===== src/rtl/alu_exec_if.sv =====
// Execute-stage bus: decoded controls and operands in, ALU result/flags and
// the registered EX/MEM bundle out.
interface alu_exec_if #(
   parameter int DATA_W = 64
);
   logic [1:0]        alu_op;
   logic [10:0]       opcode;
   logic [DATA_W-1:0] a;
   logic [DATA_W-1:0] b;
   logic [2:0]        mem_in;
   logic [1:0]        wb_in;
   logic [DATA_W-1:0] br_addr_in;
   logic [DATA_W-1:0] store_data_in;
   logic [4:0]        rw_in;

   logic [DATA_W-1:0] alu_result;
   logic              neg;
   logic              zero;
   logic              ovf;
   logic              cout;

   logic [DATA_W-1:0] alu_result_q;
   logic [DATA_W-1:0] br_addr_q;
   logic [DATA_W-1:0] store_data_q;
   logic [2:0]        mem_q;
   logic [1:0]        wb_q;
   logic [4:0]        rw_q;
   logic              neg_q;
   logic              zero_q;
   logic              ovf_q;
   logic              cout_q;

   logic              flag_n;
   logic              flag_z;
   logic              flag_v;
   logic              flag_c;

   modport master (
      output alu_op, opcode, a, b, mem_in, wb_in, br_addr_in, store_data_in, rw_in,
      input  alu_result, neg, zero, ovf, cout,
      input  alu_result_q, br_addr_q, store_data_q, mem_q, wb_q, rw_q,
      input  neg_q, zero_q, ovf_q, cout_q,
      input  flag_n, flag_z, flag_v, flag_c
   );

   modport slave (
      input  alu_op, opcode, a, b, mem_in, wb_in, br_addr_in, store_data_in, rw_in,
      output alu_result, neg, zero, ovf, cout,
      output alu_result_q, br_addr_q, store_data_q, mem_q, wb_q, rw_q,
      output neg_q, zero_q, ovf_q, cout_q,
      output flag_n, flag_z, flag_v, flag_c
   );
endinterface


===== src/rtl/alu_exec_stage.sv =====
// Execute stage: ALU control decode, combinational ALU with NZVC flags,
// EX/MEM pipeline register and the architectural condition flags.
module alu_exec_stage #(
   parameter int DATA_W = 64
) (
   input logic     clk,
   input logic     reset,
   alu_exec_if.slave bus
);
   localparam logic [2:0] CTL_PASS = 3'b000;
   localparam logic [2:0] CTL_ADD  = 3'b010;
   localparam logic [2:0] CTL_SUB  = 3'b011;
   localparam logic [2:0] CTL_AND  = 3'b100;
   localparam logic [2:0] CTL_OR   = 3'b101;
   localparam logic [2:0] CTL_XOR  = 3'b110;

   localparam logic [10:0] OP_ADD  = 11'b10001011000;
   localparam logic [10:0] OP_ADDS = 11'b10101011000;
   localparam logic [10:0] OP_SUB  = 11'b11001011000;
   localparam logic [10:0] OP_SUBS = 11'b11101011000;
   localparam logic [10:0] OP_AND  = 11'b10001010000;
   localparam logic [10:0] OP_ORR  = 11'b10101010000;
   localparam logic [10:0] OP_EOR  = 11'b11001010000;
   localparam logic [9:0]  OP_ADDI = 10'b1001000100;

   logic [2:0]        ctl;
   logic              is_sub;
   logic              is_arith;
   logic [DATA_W-1:0] b_op;
   logic [DATA_W:0]   sum;
   logic [DATA_W-1:0] result;
   logic              set_flags;

   always_comb begin
      ctl = CTL_PASS;
      case (bus.alu_op)
         2'b00: ctl = CTL_ADD;
         2'b10: begin
            case (bus.opcode)
               OP_ADD, OP_ADDS: ctl = CTL_ADD;
               OP_SUB, OP_SUBS: ctl = CTL_SUB;
               OP_AND:          ctl = CTL_AND;
               OP_ORR:          ctl = CTL_OR;
               OP_EOR:          ctl = CTL_XOR;
               default:         ctl = (bus.opcode[10:1] == OP_ADDI) ? CTL_ADD : CTL_PASS;
            endcase
         end
         default: ctl = CTL_PASS;
      endcase
   end

   // Subtraction reuses the adder as a + ~b + 1, so cout reads as "no borrow".
   assign is_sub   = (ctl == CTL_SUB);
   assign is_arith = (ctl == CTL_ADD) || is_sub;
   assign b_op     = is_sub ? ~bus.b : bus.b;
   assign sum      = {1'b0, bus.a} + {1'b0, b_op} + {{DATA_W{1'b0}}, is_sub};

   always_comb begin
      result = '0;
      case (ctl)
         CTL_PASS:         result = bus.b;
         CTL_ADD, CTL_SUB: result = sum[DATA_W-1:0];
         CTL_AND:          result = bus.a & bus.b;
         CTL_OR:           result = bus.a | bus.b;
         CTL_XOR:          result = bus.a ^ bus.b;
         default:          result = '0;
      endcase
   end

   assign bus.alu_result = result;
   assign bus.neg        = result[DATA_W-1];
   assign bus.zero       = (result == '0);
   assign bus.cout       = is_arith & sum[DATA_W];
   assign bus.ovf        = is_arith & (bus.a[DATA_W-1] == b_op[DATA_W-1])
                                    & (result[DATA_W-1] != bus.a[DATA_W-1]);

   assign set_flags = (bus.opcode == OP_ADDS) || (bus.opcode == OP_SUBS);

   always_ff @(posedge clk) begin
      if (reset) begin
         bus.alu_result_q <= '0;
         bus.br_addr_q    <= '0;
         bus.store_data_q <= '0;
         bus.mem_q        <= '0;
         bus.wb_q         <= '0;
         bus.rw_q         <= '0;
         bus.neg_q        <= 1'b0;
         bus.zero_q       <= 1'b0;
         bus.ovf_q        <= 1'b0;
         bus.cout_q       <= 1'b0;
         bus.flag_n       <= 1'b0;
         bus.flag_z       <= 1'b0;
         bus.flag_v       <= 1'b0;
         bus.flag_c       <= 1'b0;
      end else begin
         bus.alu_result_q <= result;
         bus.br_addr_q    <= bus.br_addr_in;
         bus.store_data_q <= bus.store_data_in;
         bus.mem_q        <= bus.mem_in;
         bus.wb_q         <= bus.wb_in;
         bus.rw_q         <= bus.rw_in;
         bus.neg_q        <= bus.neg;
         bus.zero_q       <= bus.zero;
         bus.ovf_q        <= bus.ovf;
         bus.cout_q       <= bus.cout;
         if (set_flags) begin
            bus.flag_n <= bus.neg;
            bus.flag_z <= bus.zero;
            bus.flag_v <= bus.ovf;
            bus.flag_c <= bus.cout;
         end
      end
   end
endmodule


===== src/flat_wrapper.sv =====
// flat-port wrapper written by rule: the top's interface ports become plain ports
module alu_exec_stage_flat 
#(
   parameter int DATA_W = 64
)
  (clk, reset, bus_alu_op, bus_opcode, bus_a, bus_b, bus_mem_in, bus_wb_in, bus_br_addr_in, bus_store_data_in, bus_rw_in, bus_alu_result, bus_neg, bus_zero, bus_ovf, bus_cout, bus_alu_result_q, bus_br_addr_q, bus_store_data_q, bus_mem_q, bus_wb_q, bus_rw_q, bus_neg_q, bus_zero_q, bus_ovf_q, bus_cout_q, bus_flag_n, bus_flag_z, bus_flag_v, bus_flag_c);
  alu_exec_if #(.DATA_W(DATA_W)) bus_i ();
  input logic clk;
  input logic reset;
  input wire logic [$bits(bus_i.alu_op)-1:0] bus_alu_op;
  input wire logic [$bits(bus_i.opcode)-1:0] bus_opcode;
  input wire logic [$bits(bus_i.a)-1:0] bus_a;
  input wire logic [$bits(bus_i.b)-1:0] bus_b;
  input wire logic [$bits(bus_i.mem_in)-1:0] bus_mem_in;
  input wire logic [$bits(bus_i.wb_in)-1:0] bus_wb_in;
  input wire logic [$bits(bus_i.br_addr_in)-1:0] bus_br_addr_in;
  input wire logic [$bits(bus_i.store_data_in)-1:0] bus_store_data_in;
  input wire logic [$bits(bus_i.rw_in)-1:0] bus_rw_in;
  output wire logic [$bits(bus_i.alu_result)-1:0] bus_alu_result;
  output wire logic [$bits(bus_i.neg)-1:0] bus_neg;
  output wire logic [$bits(bus_i.zero)-1:0] bus_zero;
  output wire logic [$bits(bus_i.ovf)-1:0] bus_ovf;
  output wire logic [$bits(bus_i.cout)-1:0] bus_cout;
  output wire logic [$bits(bus_i.alu_result_q)-1:0] bus_alu_result_q;
  output wire logic [$bits(bus_i.br_addr_q)-1:0] bus_br_addr_q;
  output wire logic [$bits(bus_i.store_data_q)-1:0] bus_store_data_q;
  output wire logic [$bits(bus_i.mem_q)-1:0] bus_mem_q;
  output wire logic [$bits(bus_i.wb_q)-1:0] bus_wb_q;
  output wire logic [$bits(bus_i.rw_q)-1:0] bus_rw_q;
  output wire logic [$bits(bus_i.neg_q)-1:0] bus_neg_q;
  output wire logic [$bits(bus_i.zero_q)-1:0] bus_zero_q;
  output wire logic [$bits(bus_i.ovf_q)-1:0] bus_ovf_q;
  output wire logic [$bits(bus_i.cout_q)-1:0] bus_cout_q;
  output wire logic [$bits(bus_i.flag_n)-1:0] bus_flag_n;
  output wire logic [$bits(bus_i.flag_z)-1:0] bus_flag_z;
  output wire logic [$bits(bus_i.flag_v)-1:0] bus_flag_v;
  output wire logic [$bits(bus_i.flag_c)-1:0] bus_flag_c;
  assign bus_i.alu_op = bus_alu_op;
  assign bus_i.opcode = bus_opcode;
  assign bus_i.a = bus_a;
  assign bus_i.b = bus_b;
  assign bus_i.mem_in = bus_mem_in;
  assign bus_i.wb_in = bus_wb_in;
  assign bus_i.br_addr_in = bus_br_addr_in;
  assign bus_i.store_data_in = bus_store_data_in;
  assign bus_i.rw_in = bus_rw_in;
  assign bus_alu_result = bus_i.alu_result;
  assign bus_neg = bus_i.neg;
  assign bus_zero = bus_i.zero;
  assign bus_ovf = bus_i.ovf;
  assign bus_cout = bus_i.cout;
  assign bus_alu_result_q = bus_i.alu_result_q;
  assign bus_br_addr_q = bus_i.br_addr_q;
  assign bus_store_data_q = bus_i.store_data_q;
  assign bus_mem_q = bus_i.mem_q;
  assign bus_wb_q = bus_i.wb_q;
  assign bus_rw_q = bus_i.rw_q;
  assign bus_neg_q = bus_i.neg_q;
  assign bus_zero_q = bus_i.zero_q;
  assign bus_ovf_q = bus_i.ovf_q;
  assign bus_cout_q = bus_i.cout_q;
  assign bus_flag_n = bus_i.flag_n;
  assign bus_flag_z = bus_i.flag_z;
  assign bus_flag_v = bus_i.flag_v;
  assign bus_flag_c = bus_i.flag_c;
  alu_exec_stage #(.DATA_W(DATA_W)) u_core (.clk(clk), .reset(reset), .bus(bus_i));
endmodule

===== config.mk =====
export PLATFORM = sky130hd
export DESIGN_NAME = alu_exec_stage_flat
export DESIGN_NICKNAME = d
export VERILOG_FILES = /design/src/rtl/alu_exec_if.sv /design/src/rtl/alu_exec_stage.sv /design/src/flat_wrapper.sv
export SDC_FILE = /design/constraint.sdc
export NUM_CORES = 1
export LEC_CHECK = 0
export CAP_MARGIN = 15
export CORE_ASPECT_RATIO = 0.7
export CORE_MARGIN = 2
export CORE_UTILIZATION = 25
export DETAILED_ROUTE_END_ITERATION = 16
export SLEW_MARGIN = 20
export SYNTH_ARGS = -nofsm -noshare
export SYNTH_HDL_FRONTEND = slang
export SYNTH_SLANG_ARGS = --single-unit
export TNS_END_PERCENT = 5

===== constraint.sdc =====
create_clock -name clk -period 12.8 [get_ports clk]
set_input_delay 2.56 -clock clk [delete_from_list [all_inputs] [get_ports clk]]
set_output_delay 2.56 -clock clk [all_outputs]
set_load 0.02 [all_outputs]

* Word-level counts from Yosys, hierarchy flattened *
Index checks and enable logic that the tools add are counted.

operators by class
  add/sub/neg operators = 2
  eq/ne operators = 16
  multiplexer cells = 5
  bitwise operators = 7
  reduce and logical (&&, ||, !) cells = 8

operators with widths
  kind                    count
  $pmux W64 S5            1
  $eq A11 B11 Y1 const B  7
  $add A64 B64 Y65        1
  $add A65 B1 Y65         1
  $and A64 B64 Y64        1
  $logic_not A64 Y1       1
  $mux W64                1
  $not A64 Y64            1
  $or A64 B64 Y64         1
  $xor A64 B64 Y64        1
  $pmux W3 S5             1
  $eq A10 B10 Y1 const B  1
  $eq A3 B3 Y1 const B    3
  $eq A3 B2 Y1 const B    2
  $pmux W3 S2             1
  $reduce_or A2 Y1        3
  $and A1 B1 Y1           3
  $logic_not A3 Y1        1
  $eq A2 B2 Y1 const B    1
  $logic_not A2 Y1        1
  $logic_or A1 B1 Y1      2
  $mux W2                 1
  $eq A1 B1 Y1            1
  $ne A1 B1 Y1            1

word-level totals
  bits in registers = 210
  input port bits = 281
  output and inout port bits = 278
  logic and storage cells = 52

* Depth between registers and ports, before layout *
Gate-level depths: netlist of run 1.

  word-level depth = 11
  mapped depth = 22
  gate-level depth less buffers = 18

* Worst setup path after synthesis of run 1 *
Ideal clock, no wire load.

  path type = input to output
  start point = in bus_opcode[9]
  end point = out bus_zero
  arrival time = 8003 ps
  data required time = 10240 ps
  slack = 2237 ps
  stages = 19
  path buffers = 3
  path through = clkbuf_1 -> or3b_2 -> a2111oi_2 -> nand2_2 -> buf_1 -> xnor2_1 -> ha_1 -> clkbuf_1 -> nand2_1 -> nor2_1 -> nand2_1 -> o211ai_1 -> xnor2_1 -> o211ai_1 -> or4_1 -> or4_1 -> nor4_1 -> nand4_1 -> nor3_1

on the way
  word-level cells in the longest chain between the ends = 10
  elaborated cells on any way between the ends = 25
  classes of those cells = add/sub (2); eq/ne (13); mux (5); reduce/logical (5)

ends and longest elaborated chain
  element                                                  RTL line                                    RTL
  from (decl)                                              flat_wrapper.sv:11                          input wire logic [$bits(bus_i.opcode)-1:0] bus_opcode;
  $eq A11 B11 Y1 / $eq A10 B10 Y1 (equally long branches)  alu_exec_stage.sv:39, alu_exec_stage.sv:45
  $reduce_or A2 Y1 / $mux W2 (equally long branches)       alu_exec_stage.sv:39, alu_exec_stage.sv:45
  $pmux W3 S5 *                                            alu_exec_stage.sv:39                        case (bus.opcode)
  $pmux W3 S2 *                                            alu_exec_stage.sv:36                        case (bus.alu_op)
  $eq A3 B2 Y1                                             alu_exec_stage.sv:53, alu_exec_stage.sv:60
  $mux W64                                                 alu_exec_stage.sv:55                        assign b_op = is_sub ? ~bus.b : bus.b;
  $add A64 B64 Y65                                         alu_exec_stage.sv:56                        assign sum = {1'b0, bus.a} + {1'b0, b_op} + {{DATA_W{1'b0}}, is_sub};
  $add A65 B1 Y65                                          alu_exec_stage.sv:56
  $pmux W64 S5 *                                           alu_exec_stage.sv:60                        case (ctl)
  named net bus_alu_result[19]                             flat_wrapper.sv:19                          output wire logic [$bits(bus_i.alu_result)-1:0] bus_alu_result;
  $logic_not A64 Y1 *                                      alu_exec_stage.sv:72                        assign bus.zero = (result == '0);
  to (decl)                                                flat_wrapper.sv:21                          output wire logic [$bits(bus_i.zero)-1:0] bus_zero;

Mark *: on every way through the listed nets, which the timed path passes. The rest lies on a longest branch.

* Worst setup path after layout of run 1 *
  start point = in bus_opcode[9]
  end point = out bus_zero

on the way
  word-level cells in the longest chain between the ends = 10
  elaborated cells on any way between the ends = 25
  classes of those cells = add/sub (2); eq/ne (13); mux (5); reduce/logical (5)

ends and longest elaborated chain
  element                                                  RTL line
  $eq A11 B11 Y1 / $eq A10 B10 Y1 (equally long branches)  alu_exec_stage.sv:39, alu_exec_stage.sv:45
  $reduce_or A2 Y1 / $mux W2 (equally long branches)       alu_exec_stage.sv:39, alu_exec_stage.sv:45
  $pmux W3 S5 *                                            alu_exec_stage.sv:39
  $pmux W3 S2 *                                            alu_exec_stage.sv:36
  $eq A3 B2 Y1                                             alu_exec_stage.sv:53, alu_exec_stage.sv:60
  $mux W64                                                 alu_exec_stage.sv:55
  $add A64 B64 Y65                                         alu_exec_stage.sv:56
  $add A65 B1 Y65                                          alu_exec_stage.sv:56
  $pmux W64 S5 *                                           alu_exec_stage.sv:60
  $logic_not A64 Y1 *                                      alu_exec_stage.sv:72

Every way passes the cells marked *; elsewhere a longest branch is shown, timed or not.

==> metrics, run 1 <==
grt ovf 0; Port Buf Inserts 558; CTS tree built; Root Buffer clkbuf_16; status complete, no violations; clk sinks 209; Iter 0 DRT Violations 1,719; number of library cell types mapped by synthesis 88; drt total wl 83.74 mm; average size of a mapped cell 7.872 sq um; pwr dens 93.59 nW/um^2; top cell type's share of synthesized area 0.2646; top-count cell post-synth dfxtp_1; Hold/Removal Path Class register to register; Post-synth EDFFs 0; Setup WS pre-CTS 0.4099 ns; FP Rows 77; post-synthesis sequential area ratio 0.2646; CTS resizes 0; Setup Fix Bufs, Post-CTS 0; TritonCTS buffer count 23; Longest Clk Path Bufs 3; Post-synth ARST share 0; top cell type by total area after synthesis dfxtp_1; endpoints failing setup 0; Layout area overhead 47.35%; Final period util 0.9694; Peak supply drop 0.06374 mV; post-synth design cell area 15,810 sq um; Die Y 214.4 microns; initial antenna violation count 10; Final Max Tran Viols 0; global router's overall resource usage 0.2449; syn nets 2,495; YS warnings 0; Data required, critical path 10.24 ns; Syn Inst Count 2,009; Tmin final 12.41 ns; Post-CTS Hold Buffers 0; routed vias 17,710; IO Pins 559; clk slew on worst S/H paths 0.07 ns; Die Wd 304.6 microns; Initial Util 0.2518; crit-path max FO 22; setup_tns 0 ns; H-tree depth 1; vias in the first global route 16,840; part of the power in the clock network 0.294; Placer Congestion 0.9712; fraction of layout cells with a size suffix above 1 0.05370; max incr delay on CP 0.66 ns; CP dominant cell by count buf_4; DRC viols 0; post-route ant nets 0; Leak Pwr 9.654 nW; Clk Latency, worst-skew pair 0.53 ns; critical-path cell list clkdlybuf4s50_1 > or3b_2 > a2111oi_2 > buf_4 > nand2_4 > xnor2_1 > inv_1 > fa_1 > nand2b_1 > a211oi_1 > buf_4 > o211ai_1 > a211o_1 > a21boi_0 > o31ai_1 > nand4b_1 > or4_1 > nor4_1 > nand4_1 > buf_4 > nor3_1 > clkdlybuf4s50_1; fmax 80.59 MHz; Clock Skews 0 ns; prevailing post-synth register cell dfxtp_1; synthesis-stage register bit count 209; global-route wire length before repair 119.3 mm; WS Path Type input pin to output port; Startpoint Class input pin; Via density 5.205; crit end category output port; slew margin rel. 0.3414; Synth area leaders dfxtp_1 26%, ha_1 16%, nor2b_1 7.2%; sequential share of power 0.322; CORE AREA 62,820 sq um; unrepaired setup endpoints after global routing false; Worst Tran Pin Value 0.9776 ns; FILL cells 6,418; switching share of power 0.3572; top cells by count, synth 209 x dfxtp_1, 204 x ha_1, 181 x nor2b_1; crit path DAT 9.85 ns; Hold Vio Cnt, Final 0; wire length per cell 24.61 microns; final hold slack 0.5153 ns; DRT Pass-1 Iters 6; pin count of the biggest net entering global routing 115; Final nets 3,042; P_int 1.402 mW; Max Cap Violations 0; switching power 779.0 uW; CP max-delay cell clkdlybuf4s50_1; combinational power share 0.384; die area 65,320 sq um; hpwl dp 70.26 mm; final worst setup slack 0.3918 ns
layout by cell type (no fill, tap or decap), drive strengths merged, types with 8 or more instances in the layout:
| cell type | n |
|---|---|
| nand3 | 41 |
| or3 | 14 |
| a221oi | 36 |
| clkbuf | 32 |
| o21bai | 12 |
| nor3 | 34 |
| o211ai | 23 |
| and3 | 28 |
| buf | 72 |
| nor2 | 142 |
| o21a | 9 |
| a221o | 14 |
| clkdlybuf4s50 | 557 |
| nor4 | 15 |
| inv | 168 |
| xor2 | 16 |
| dfxtp | 209 |
| o31ai | 9 |
| o21ai | 107 |
| a21oi | 155 |
| ha | 204 |
| xnor2 | 88 |
| nand2 | 154 |
| a21o | 18 |
| and4 | 8 |
| a31oi | 14 |
| mux2i | 9 |
| a211oi | 17 |
| a22oi | 9 |
| nor2b | 181 |
| nand4 | 48 |
stage by stage:
step | utilization | std cells | total power [mW] | instance area, sq um
floorplan | - | 2009 | 1.109 | 15810
global placement | 0.3592 | 3359 | 1.533 | 22570
detailed placement | 0.3593 | 3359 | 1.537 | 22570
CTS | 0.3705 | 3398 | 2.191 | 23280
global route | 0.3709 | 3400 | 2.281 | 23300
finish | 0.3710 | 3402 | 2.181 | 23300
layer usage:
layer,vias up,GRT usage,part of all wire
met1,8489,0.3439,0.45
met2,944,0.3756,0.43
li1,8134,-,-
met4,8,0.06271,0.027
met5,-,0,0.00072
met3,131,0.05663,0.097
cell type report:
type,count,area (sq um),area share
clock inverter,8,81.33,0.003490
clock buffer,31,625.6,0.02685
timing repair buffer,630,6143,0.2636
multi-input combinational,1525,10600,0.4547
inverter,167,626.9,0.02690
sequential,209,4184,0.1796
tap,829,1037,0.04451
antenna,3,7.507,0.0003222
power by group through the flow:
stage | clock network (mW) | registers, mW | logic [mW]
3_5_place_dp | 0 | 0.716 | 0.821
4_1_cts | 0.664 | 0.702 | 0.825
3_3_place_gp | 0 | 0.715 | 0.818
5_1_grt | 0.691 | 0.705 | 0.885
6_report | 0.641 | 0.702 | 0.838
2_1_floorplan | 0 | 0.766 | 0.343
path summary, 6_finish.rpt:
path                        to  cells past startpoint  slack [ns]              start
min          u_core.bus.flag_n                      2        0.52  u_core.bus.flag_n
max                   bus_zero                     22        0.39      bus_opcode[9]
min reg2reg  u_core.bus.flag_n                      2        0.52  u_core.bus.flag_n
max reg2reg  u_core.bus.flag_z                      3       12.09  u_core.bus.flag_z
critical path, delay by kind of cell:
kind,cells,cell delay [ns]
AOI/OAI and AO/OA,6,1.91
xor gates and xnor gates,1,0.33
adders and majority gates,1,0.39
buffers and inverters,6,2.00
and+or+nand+nor,8,2.62
cell families after synthesis:
logic type / share of synthesized area
adder cells (fa/ha/maj): 0.1627
AO/OA/AOI/OAI: 0.2068
AND/OR/NAND/NOR: 0.2335
multiplexers: 0.007833
buffers and inverters: 0.06701
flip-flops: 0.2646
XOR/XNOR: 0.05760
flip-flops by register name, indices dropped and copies added, names as in the netlist:
signal                   flops
u_core.bus.br_addr_q        64
u_core.bus.store_data_q     64
u_core.bus.alu_result_q     63
u_core.bus.rw_q              5
u_core.bus.mem_q             3
u_core.bus.wb_q              2
u_core.bus.cout_q            1
u_core.bus.flag_c            1
u_core.bus.flag_n            1
u_core.bus.flag_v            1
u_core.bus.flag_z            1
u_core.bus.neg_q             1
u_core.bus.ovf_q             1
u_core.bus.zero_q            1
No activity file was read; power rests on OpenSTA's default activity.
==> run 2: changes to the inputs <==
--- a/config.mk
+++ b/config.mk
@@ -9,6 +9,7 @@
 export CORE_ASPECT_RATIO = 0.7
 export CORE_MARGIN = 2
 export CORE_UTILIZATION = 25
+export CTS_CLUSTER_SIZE = 14
 export DETAILED_ROUTE_END_ITERATION = 16
 export SLEW_MARGIN = 20
 export SYNTH_ARGS = -nofsm -noshare
==> results of run 2 <==
Final layout, timing and power as in run 1 (identical DEF).
